## src/rtl/video_fetch_pkg.sv

```systemverilog
// Shared types and widths for the video line fetcher.
package video_fetch_pkg;

    localparam int VRAM_ADDR_W = 16;
    localparam int VRAM_DATA_W = 8;

    typedef enum logic [1:0] {
        ST_IDLE  = 2'd0,
        ST_FETCH = 2'd1,
        ST_DRAIN = 2'd2
    } fetch_state_t;

endpackage

```

## src/rtl/video_fetch_fifo.sv

```systemverilog
// First-word-fall-through synchronous FIFO with occupancy count.
// DEPTH must be a power of two (>= 2). A push while full is accepted
// only when a pop happens in the same cycle.
module sync_fifo #(
    parameter int WIDTH = 8,
    parameter int DEPTH = 16
) (
    input  logic                     clk,
    input  logic                     reset,
    input  logic                     push,
    input  logic [WIDTH-1:0]         push_data,
    input  logic                     pop,
    output logic [WIDTH-1:0]         pop_data,
    output logic                     empty,
    output logic [$clog2(DEPTH):0]   count
);

    localparam int AW = $clog2(DEPTH);

    logic [WIDTH-1:0] mem [DEPTH];
    logic [AW-1:0]    wr_ptr;
    logic [AW-1:0]    rd_ptr;
    logic [AW:0]      count_q;
    logic             full;
    logic             do_push;
    logic             do_pop;

    assign empty   = (count_q == '0);
    assign full    = (count_q == (AW+1)'(DEPTH));
    assign do_pop  = pop && !empty;
    assign do_push = push && (!full || do_pop);
    assign count   = count_q;

    // Head byte is visible without a read request; drives zero when empty.
    assign pop_data = empty ? '0 : mem[rd_ptr];

    // Pointer and occupancy bookkeeping.
    always_ff @(posedge clk) begin
        if (reset) begin
            wr_ptr  <= '0;
            rd_ptr  <= '0;
            count_q <= '0;
        end else begin
            if (do_push) wr_ptr <= wr_ptr + AW'(1);
            if (do_pop)  rd_ptr <= rd_ptr + AW'(1);
            case ({do_push, do_pop})
                2'b10:   count_q <= count_q + (AW+1)'(1);
                2'b01:   count_q <= count_q - (AW+1)'(1);
                default: count_q <= count_q;
            endcase
        end
    end

    // Storage array; contents are don't-care until written.
    always_ff @(posedge clk) begin
        if (do_push) mem[wr_ptr] <= push_data;
    end

endmodule

```

## src/rtl/video_fetch.sv

```systemverilog
// Video line fetcher: issues sequential VRAM reads for one line and
// streams the returned bytes through a pixel FIFO in address order.
//
//   state    | meaning
//   ---------+------------------------------------------------------
//   ST_IDLE  | waiting for line_start; busy low
//   ST_FETCH | claiming VRAM read slots until all line bytes issued
//   ST_DRAIN | all reads issued; waiting for counted returns to land
//
// Each accepted VRAM slot pushes a 1-bit tag (1 = counted line fetch,
// 0 = idle slot) so returns can be matched in order. A slot is only
// counted when the FIFO is guaranteed room for its byte, so the pixel
// FIFO can never overflow. MAX_INFLIGHT and FIFO_DEPTH must be powers
// of two (>= 2).
module video_fetch
    import video_fetch_pkg::*;
#(
    parameter int LINE_BYTES   = 80,
    parameter int FIFO_DEPTH   = 16,
    parameter int MAX_INFLIGHT = 4
) (
    input  logic        clk,
    input  logic        reset,
    input  logic        line_start,
    input  logic [15:0] line_addr,
    output logic        busy,
    output logic        line_err,
    output logic [15:0] vram_addr,
    output logic        vram_write_enable,
    output logic [7:0]  vram_data_in,
    input  logic        vram_input_valid,
    input  logic [7:0]  vram_data_out,
    input  logic        vram_data_out_valid,
    output logic [7:0]  pix_data,
    output logic        pix_valid,
    input  logic        pix_ready
);

    localparam int TAW   = $clog2(MAX_INFLIGHT);
    localparam int FAW   = $clog2(FIFO_DEPTH);
    localparam int SUM_W = ((FAW > TAW) ? FAW : TAW) + 2;

    fetch_state_t state_q;
    fetch_state_t state_d;

    logic [VRAM_ADDR_W-1:0]  next_addr_q;
    logic [7:0]              remaining_q;
    logic                    line_err_q;

    logic [MAX_INFLIGHT-1:0] tag_mem;
    logic [TAW-1:0]          tag_wr;
    logic [TAW-1:0]          tag_rd;
    logic [TAW:0]            tag_count;
    logic [TAW:0]            inflight_q;

    logic                    tag_full;
    logic                    tag_empty;
    logic                    tag_push;
    logic                    tag_pop;
    logic                    tag_head;
    logic                    counted;
    logic                    accept;
    logic                    fifo_push;
    logic                    fifo_empty;
    logic [FAW:0]            fifo_count;
    logic [SUM_W-1:0]        committed;

    assign tag_full  = (tag_count == (TAW+1)'(MAX_INFLIGHT));
    assign tag_empty = (tag_count == '0);
    assign tag_push  = vram_input_valid && !tag_full;
    assign tag_pop   = vram_data_out_valid && !tag_empty;
    assign tag_head  = tag_mem[tag_rd];
    assign fifo_push = tag_pop && tag_head;

    // Bytes already buffered plus bytes promised by outstanding counted reads.
    assign committed = SUM_W'(fifo_count) + SUM_W'(inflight_q);

    assign counted = vram_input_valid && (state_q == ST_FETCH) &&
                     (remaining_q != 8'd0) && !tag_full &&
                     (committed < SUM_W'(FIFO_DEPTH));

    assign accept = (state_q == ST_IDLE) && line_start;

    assign busy              = (state_q != ST_IDLE);
    assign line_err          = line_err_q;
    assign vram_addr         = next_addr_q;
    assign vram_write_enable = 1'b0;
    assign vram_data_in      = '0;
    assign pix_valid         = !fifo_empty;

    // FSM state register.
    always_ff @(posedge clk) begin
        if (reset) state_q <= ST_IDLE;
        else       state_q <= state_d;
    end

    // FSM next-state: DRAIN exits on the same edge the last counted byte lands.
    always_comb begin
        state_d = state_q;
        case (state_q)
            ST_IDLE: begin
                if (line_start) state_d = ST_FETCH;
            end
            ST_FETCH: begin
                if ((remaining_q == 8'd0) || (counted && (remaining_q == 8'd1)))
                    state_d = ST_DRAIN;
            end
            ST_DRAIN: begin
                if ((inflight_q == '0) ||
                    ((inflight_q == (TAW+1)'(1)) && fifo_push))
                    state_d = ST_IDLE;
            end
            default: state_d = ST_IDLE;
        endcase
    end

    // Line address/length tracking and the busy-collision pulse.
    always_ff @(posedge clk) begin
        if (reset) begin
            next_addr_q <= '0;
            remaining_q <= '0;
            line_err_q  <= 1'b0;
        end else begin
            line_err_q <= line_start && (state_q != ST_IDLE);
            if (accept) begin
                next_addr_q <= line_addr;
                remaining_q <= 8'(LINE_BYTES);
            end else if (counted) begin
                next_addr_q <= next_addr_q + 16'd1;
                remaining_q <= remaining_q - 8'd1;
            end
        end
    end

    // Tag queue pointers and count of counted reads still outstanding.
    always_ff @(posedge clk) begin
        if (reset) begin
            tag_wr     <= '0;
            tag_rd     <= '0;
            tag_count  <= '0;
            inflight_q <= '0;
        end else begin
            if (tag_push) tag_wr <= tag_wr + TAW'(1);
            if (tag_pop)  tag_rd <= tag_rd + TAW'(1);
            case ({tag_push, tag_pop})
                2'b10:   tag_count <= tag_count + (TAW+1)'(1);
                2'b01:   tag_count <= tag_count - (TAW+1)'(1);
                default: tag_count <= tag_count;
            endcase
            case ({counted, fifo_push})
                2'b10:   inflight_q <= inflight_q + (TAW+1)'(1);
                2'b01:   inflight_q <= inflight_q - (TAW+1)'(1);
                default: inflight_q <= inflight_q;
            endcase
        end
    end

    // Tag storage; a slot's tag records whether its return belongs to the line.
    always_ff @(posedge clk) begin
        if (tag_push) tag_mem[tag_wr] <= counted;
    end

    sync_fifo #(
        .WIDTH (VRAM_DATA_W),
        .DEPTH (FIFO_DEPTH)
    ) u_pix_fifo (
        .clk       (clk),
        .reset     (reset),
        .push      (fifo_push),
        .push_data (vram_data_out),
        .pop       (pix_ready),
        .pop_data  (pix_data),
        .empty     (fifo_empty),
        .count     (fifo_count)
    );

endmodule

```

## config.mk

```make
export PLATFORM = sky130hd
export DESIGN_NAME = video_fetch
export DESIGN_NICKNAME = d
export VERILOG_FILES = /design/src/rtl/video_fetch_pkg.sv /design/src/rtl/video_fetch_fifo.sv /design/src/rtl/video_fetch.sv
export SDC_FILE = /design/constraint.sdc
export NUM_CORES = 1
export LEC_CHECK = 0
export CORE_ASPECT_RATIO = 0.6
export CORE_MARGIN = 4
export CORE_UTILIZATION = 52
export CTS_CLUSTER_DIAMETER = 80
export DETAILED_ROUTE_END_ITERATION = 16
export PLACE_DENSITY_LB_ADDON = 0.15
export SLEW_MARGIN = 20
export SYNTH_ARGS = -nofsm -noshare
export SYNTH_HDL_FRONTEND = slang
export SYNTH_SLANG_ARGS = --single-unit
```

## constraint.sdc

```tcl
create_clock -name clk -period 2.6 [get_ports clk]
set_clock_uncertainty 0.05 [all_clocks]
set_input_delay 0.52 -clock clk [delete_from_list [all_inputs] [get_ports clk]]
set_output_delay 0.52 -clock clk [all_outputs]
set_load 0.01 [all_outputs]
```

==> impl_results.rst <==
.. list-table::
   :header-rows: 1

   * - Metric
     - Value
   * - Outcome
     - finished with violations
   * - Violations in the final reports
     - negative setup slack
   * - CTS tree
     - done
   * - Time the final worst path needs with I/O delays and setup
     - 2.959 ns
   * - Endpoint type of the worst setup path
     - output port
   * - Boundary Pins
     - 66
   * - EDFF count, synth
     - 132
   * - Layout filler cell count
     - 1,077
   * - Capturing element of the worst setup path
     - pix_data[5]
   * - Worst endpoint data arrival time
     - 2.39 ns
   * - Number of cells on the worst reg-to-reg path
     - 10
   * - Peak fanout along the critical path
     - 7
   * - Warnings from Yosys
     - 0
   * - Total of buffers placed on input and output ports
     - 56
   * - Reg area
     - 5054 um2
   * - Gr usage total
     - 0.2205
   * - Largest net degree at the start of global routing
     - 32
   * - Setup WS post-layout
     - -0.3589 ns
   * - Static power due to leakage
     - 3.616 nW
   * - Final hold violations
     - 0
   * - Highest clock rate
     - 0.3380 GHz
   * - Total via count after detailed routing
     - 5,179
   * - Mean routed wirelength per cell
     - 20.88 um
   * - R2r setup slk
     - 0.10 ns
   * - Die ar.
     - 17,870 um2
   * - Routed Antenna Nets
     - 0
   * - Count of standard-cell rows
     - 35
   * - Startpoint Class
     - flip-flop
   * - Adder and majority gate portion of the synthesized area
     - 0.04161
   * - Cell area power density
     - 913.8 nW/um2
   * - Startpoint of the worst-slack reg-to-reg timing path
     - u_pix_fifo.count[2]$_SDFFE_PP0P_
   * - Final slew viol count
     - 0
   * - Max-cap violations
     - 0
   * - Placer Congestion
     - 0.8487
   * - Hold_buf cts
     - 0
   * - Drc violations
     - 0
   * - Number of distinct library cells after synthesis
     - 55
   * - Flip-flop and latch count after synthesis
     - 186
   * - Diode insertion count for antenna repair
     - 0
   * - Min-delay src
     - tag_wr[1]$_SDFFE_PP0P_
   * - Max IR drop VDD
     - 505.6 uV
   * - Number of buffers inserted during clock tree synthesis
     - 17
   * - Grt ovf
     - 0
   * - Average instance area after synthesis
     - 14.20 um2
   * - Worst max-slew margin expressed relative to the limit
     - 0.5739
   * - Seq/Total Area, Yosys
     - 0.6168
   * - Number of nets in the layout
     - 751
   * - Initial antenna violation count
     - 0
   * - # setup viols final
     - 9
   * - Class of the most critical hold timing path
     - flip-flop to flip-flop
   * - Most instantiated flip-flop cell in the synthesis netlist
     - sky130_fd_sc_hd__edfxtp_1
   * - Area growth syn-to-layout
     - 25.81%
   * - H-tree depth
     - 4
   * - Mux contribution to synthesized area
     - 0.1192
   * - Share of the synthesized area in compound gates (AO/OA/AOI/OAI)
     - 0.05324
   * - Largest family of logic cells by synthesized area
     - multiplexers
   * - Initial core utilization
     - 0.5321
   * - Via count of the first global-routing pass
     - 5,111
   * - Fin crit share
     - 1.138
   * - Global-route wire length before repair
     - 29,360 um
   * - Buffer cell driving the clock tree root
     - sky130_fd_sc_hd__clkbuf_16
   * - Clk slew on worst S/H paths
     - 0.08 ns
   * - Share of final-layout standard cells stronger than drive strength 1
     - 0.2429
   * - Setup repair after global routing missed its margin
     - yes
   * - Die Ht
     - 105.1 um
   * - Violation count after the first detailed-routing iteration
     - 515
   * - Gate Count Post-Synth
     - 576
   * - Post-route worst hold slack
     - 0.4548 ns
   * - Worst Tran Pin Value
     - 0.6372 ns
   * - Number of buffers on the longest clock path
     - 2
   * - CORE AREA
     - 15,370 um2
   * - Clk sink count
     - 186
   * - Pre-CTS setup slack
     - -0.3098 ns
   * - Required time of the worst setup path
     - 2.03 ns
   * - Reg2reg end
     - u_pix_fifo.count[4]$_SDFFE_PP0P_
   * - Final wirelength
     - 19,020 um
   * - Area of the multi-input gates
     - 2960 um2
   * - Vias per inst
     - 5.685
   * - HPWL after detailed placement
     - 12,670 um
   * - DR pass1 iterations
     - 5
   * - Clock insertion delay at the later pin of the skew report
     - 0.43 ns
   * - DIE WIDTH
     - 169.9 um
   * - Fraction of the mapped netlist area in simple logic gates
     - 0.1111
   * - Share of the synthesized netlist area taken by xor and xnor gates
     - 0.02677
   * - Synth Cell Area
     - 8179 um2
   * - Critical path class
     - flip-flop to output port
   * - Share of synthesized flip-flops with an asynchronous set or reset
     - 0
## synth_stat cells, drive strengths merged (8+ instances only)
cell / count / share of area
edfxtp: 132 / 0.48
dfxtp: 54 / 0.13
nor2: 46 / 0.021
mux4: 41 / 0.11
and2: 28 / 0.021
ha: 24 / 0.037
inv: 24 / 0.011
nand2: 23 / 0.011
buf: 17 / 0.013
a21oi: 15 / 0.0092
clkbuf: 15 / 0.0069
o21ai: 14 / 0.0086
xnor2: 14 / 0.015
nand3: 13 / 0.0080
xor2: 11 / 0.012
a211oi: 10 / 0.0092
nand4: 10 / 0.0076
nor4: 8 / 0.0061
## layer usage
| layer | track usage | wire length, um | up-vias |
|---|---|---|---|
| li1 | - | - | 2413 |
| met1 | 0.3340 | 8791 | 2562 |
| met2 | 0.3161 | 8379 | 186 |
| met3 | 0.06352 | 1642 | 18 |
| met4 | 0.05299 | 206 | 0 |
| met5 | 0 | 0 | - |
## cell type report
type,count,area share
Tap cell,203,0.02468
Clock buffer,18,0.04171
Sequential cell,186,0.4911
Inverter,24,0.008755
Clock inverter,14,0.01702
Multi-Input combinational cell,342,0.2877
Timing Repair Buffer,124,0.1290
## kinds of logic (layout without fill, tap and decap cells)
logic type / count (synthesis) / in the layout
buf+inv: 56 / 180
other cells: 1 / 9
mux: 46 / 46
xor+xnor: 25 / 25
flops: 186 / 186
fa+ha+maj: 26 / 26
simple gates: 170 / 170
compound gates: 66 / 66
## worst min path at each step
| stage | endpoint | slack (ns) | cells after the start |
|---|---|---|---|
| 6_report | tag_wr[1]$_SDFFE_PP0P_ | 0.45 | 2 |
| 2_1_floorplan | remaining_q[5]$_SDFFE_PP0P_ | 0.41 | 2 |
| 5_1_grt | flip-flop | 0.49 | 2 |
| 3_5_place_dp | u_pix_fifo.rd_ptr[3]$_SDFFE_PP0N_ | 0.45 | 2 |
| 4_1_cts | flip-flop | 0.46 | 2 |
| 3_3_place_gp | remaining_q[5]$_SDFFE_PP0P_ | 0.42 | 2 |
## stage by stage
stage          setup TNS [ns]  total power [mW]  utilization  cell area [um2]  instances
3_5_place_dp           -8.853             6.535       0.6195             9523        872
5_1_grt                -3.308             9.906       0.6694            10290        911
3_3_place_gp           -7.254             6.445       0.6195             9523        872
4_1_cts                -2.991             9.453       0.6699            10300        912
2_1_floorplan         -0.1832             5.366            -             8227        584
6_report               -2.738             9.403       0.6694            10290        911
## worst max-delay path: stages (launching register included)
cell	delay, ns
sky130_fd_sc_hd__dfxtp_4	0.39
sky130_fd_sc_hd__buf_12	0.12
sky130_fd_sc_hd__buf_12	0.13
sky130_fd_sc_hd__mux4_2	0.55
sky130_fd_sc_hd__mux4_2	0.49
sky130_fd_sc_hd__and2_1	0.15
sky130_fd_sc_hd__buf_2	0.13
## placed cells by master, fill, tap and decap left out, types with 4 or more instances in the layout
master,count
sky130_fd_sc_hd__ha_1,23
sky130_fd_sc_hd__xnor2_1,14
sky130_fd_sc_hd__buf_12,16
sky130_fd_sc_hd__conb_1,9
sky130_fd_sc_hd__nor3_1,5
sky130_fd_sc_hd__and3_1,6
sky130_fd_sc_hd__a211oi_1,10
sky130_fd_sc_hd__clkinv_8,6
sky130_fd_sc_hd__nor4_1,8
sky130_fd_sc_hd__edfxtp_1,132
sky130_fd_sc_hd__nand3_1,13
sky130_fd_sc_hd__nand2_1,22
sky130_fd_sc_hd__clkdlybuf4s50_1,48
sky130_fd_sc_hd__a21oi_1,15
sky130_fd_sc_hd__nor2_1,46
sky130_fd_sc_hd__o21ai_0,13
sky130_fd_sc_hd__mux2i_1,4
sky130_fd_sc_hd__buf_6,7
sky130_fd_sc_hd__and2_1,23
sky130_fd_sc_hd__a311oi_1,6
sky130_fd_sc_hd__buf_4,46
sky130_fd_sc_hd__and2_4,5
sky130_fd_sc_hd__clkbuf_16,17
sky130_fd_sc_hd__or3_1,6
sky130_fd_sc_hd__mux4_2,41
sky130_fd_sc_hd__nand4_1,10
sky130_fd_sc_hd__xor2_1,11
sky130_fd_sc_hd__inv_1,23
sky130_fd_sc_hd__dfxtp_1,51
sky130_fd_sc_hd__buf_2,4
## repair_timing
item | in CTS | in global routing
buffers inserted | 5 | 1
pin swaps | 9 | 3
cloned | 4 | 0
setup endpoints to repair | 12 | 17
gates resized for setup | 53 | 10
## where the power goes
group | leakage, nW | internal, mW | switching (mW)
clock network | 0.292 | 1.30 | 1.27
logic | 1.69 | 1.77 | 1.43
registers | 1.63 | 3.40 | 0.228
## sequential cells by signal, summed over array words and instances (netlist names), named ones only
| register | cells |
|---|---|
| u_pix_fifo.mem | 128 |
| vram_addr | 16 |
| remaining_q | 8 |
| u_pix_fifo.count | 5 |
| tag_mem | 4 |
| u_pix_fifo.rd_ptr | 4 |
| u_pix_fifo.wr_ptr | 4 |
| inflight_q | 3 |
| tag_count | 3 |
| state_q | 2 |
| tag_rd | 2 |
| tag_wr | 2 |
| line_err | 1 |
No activity file was read; power rests on OpenSTA's default activity.
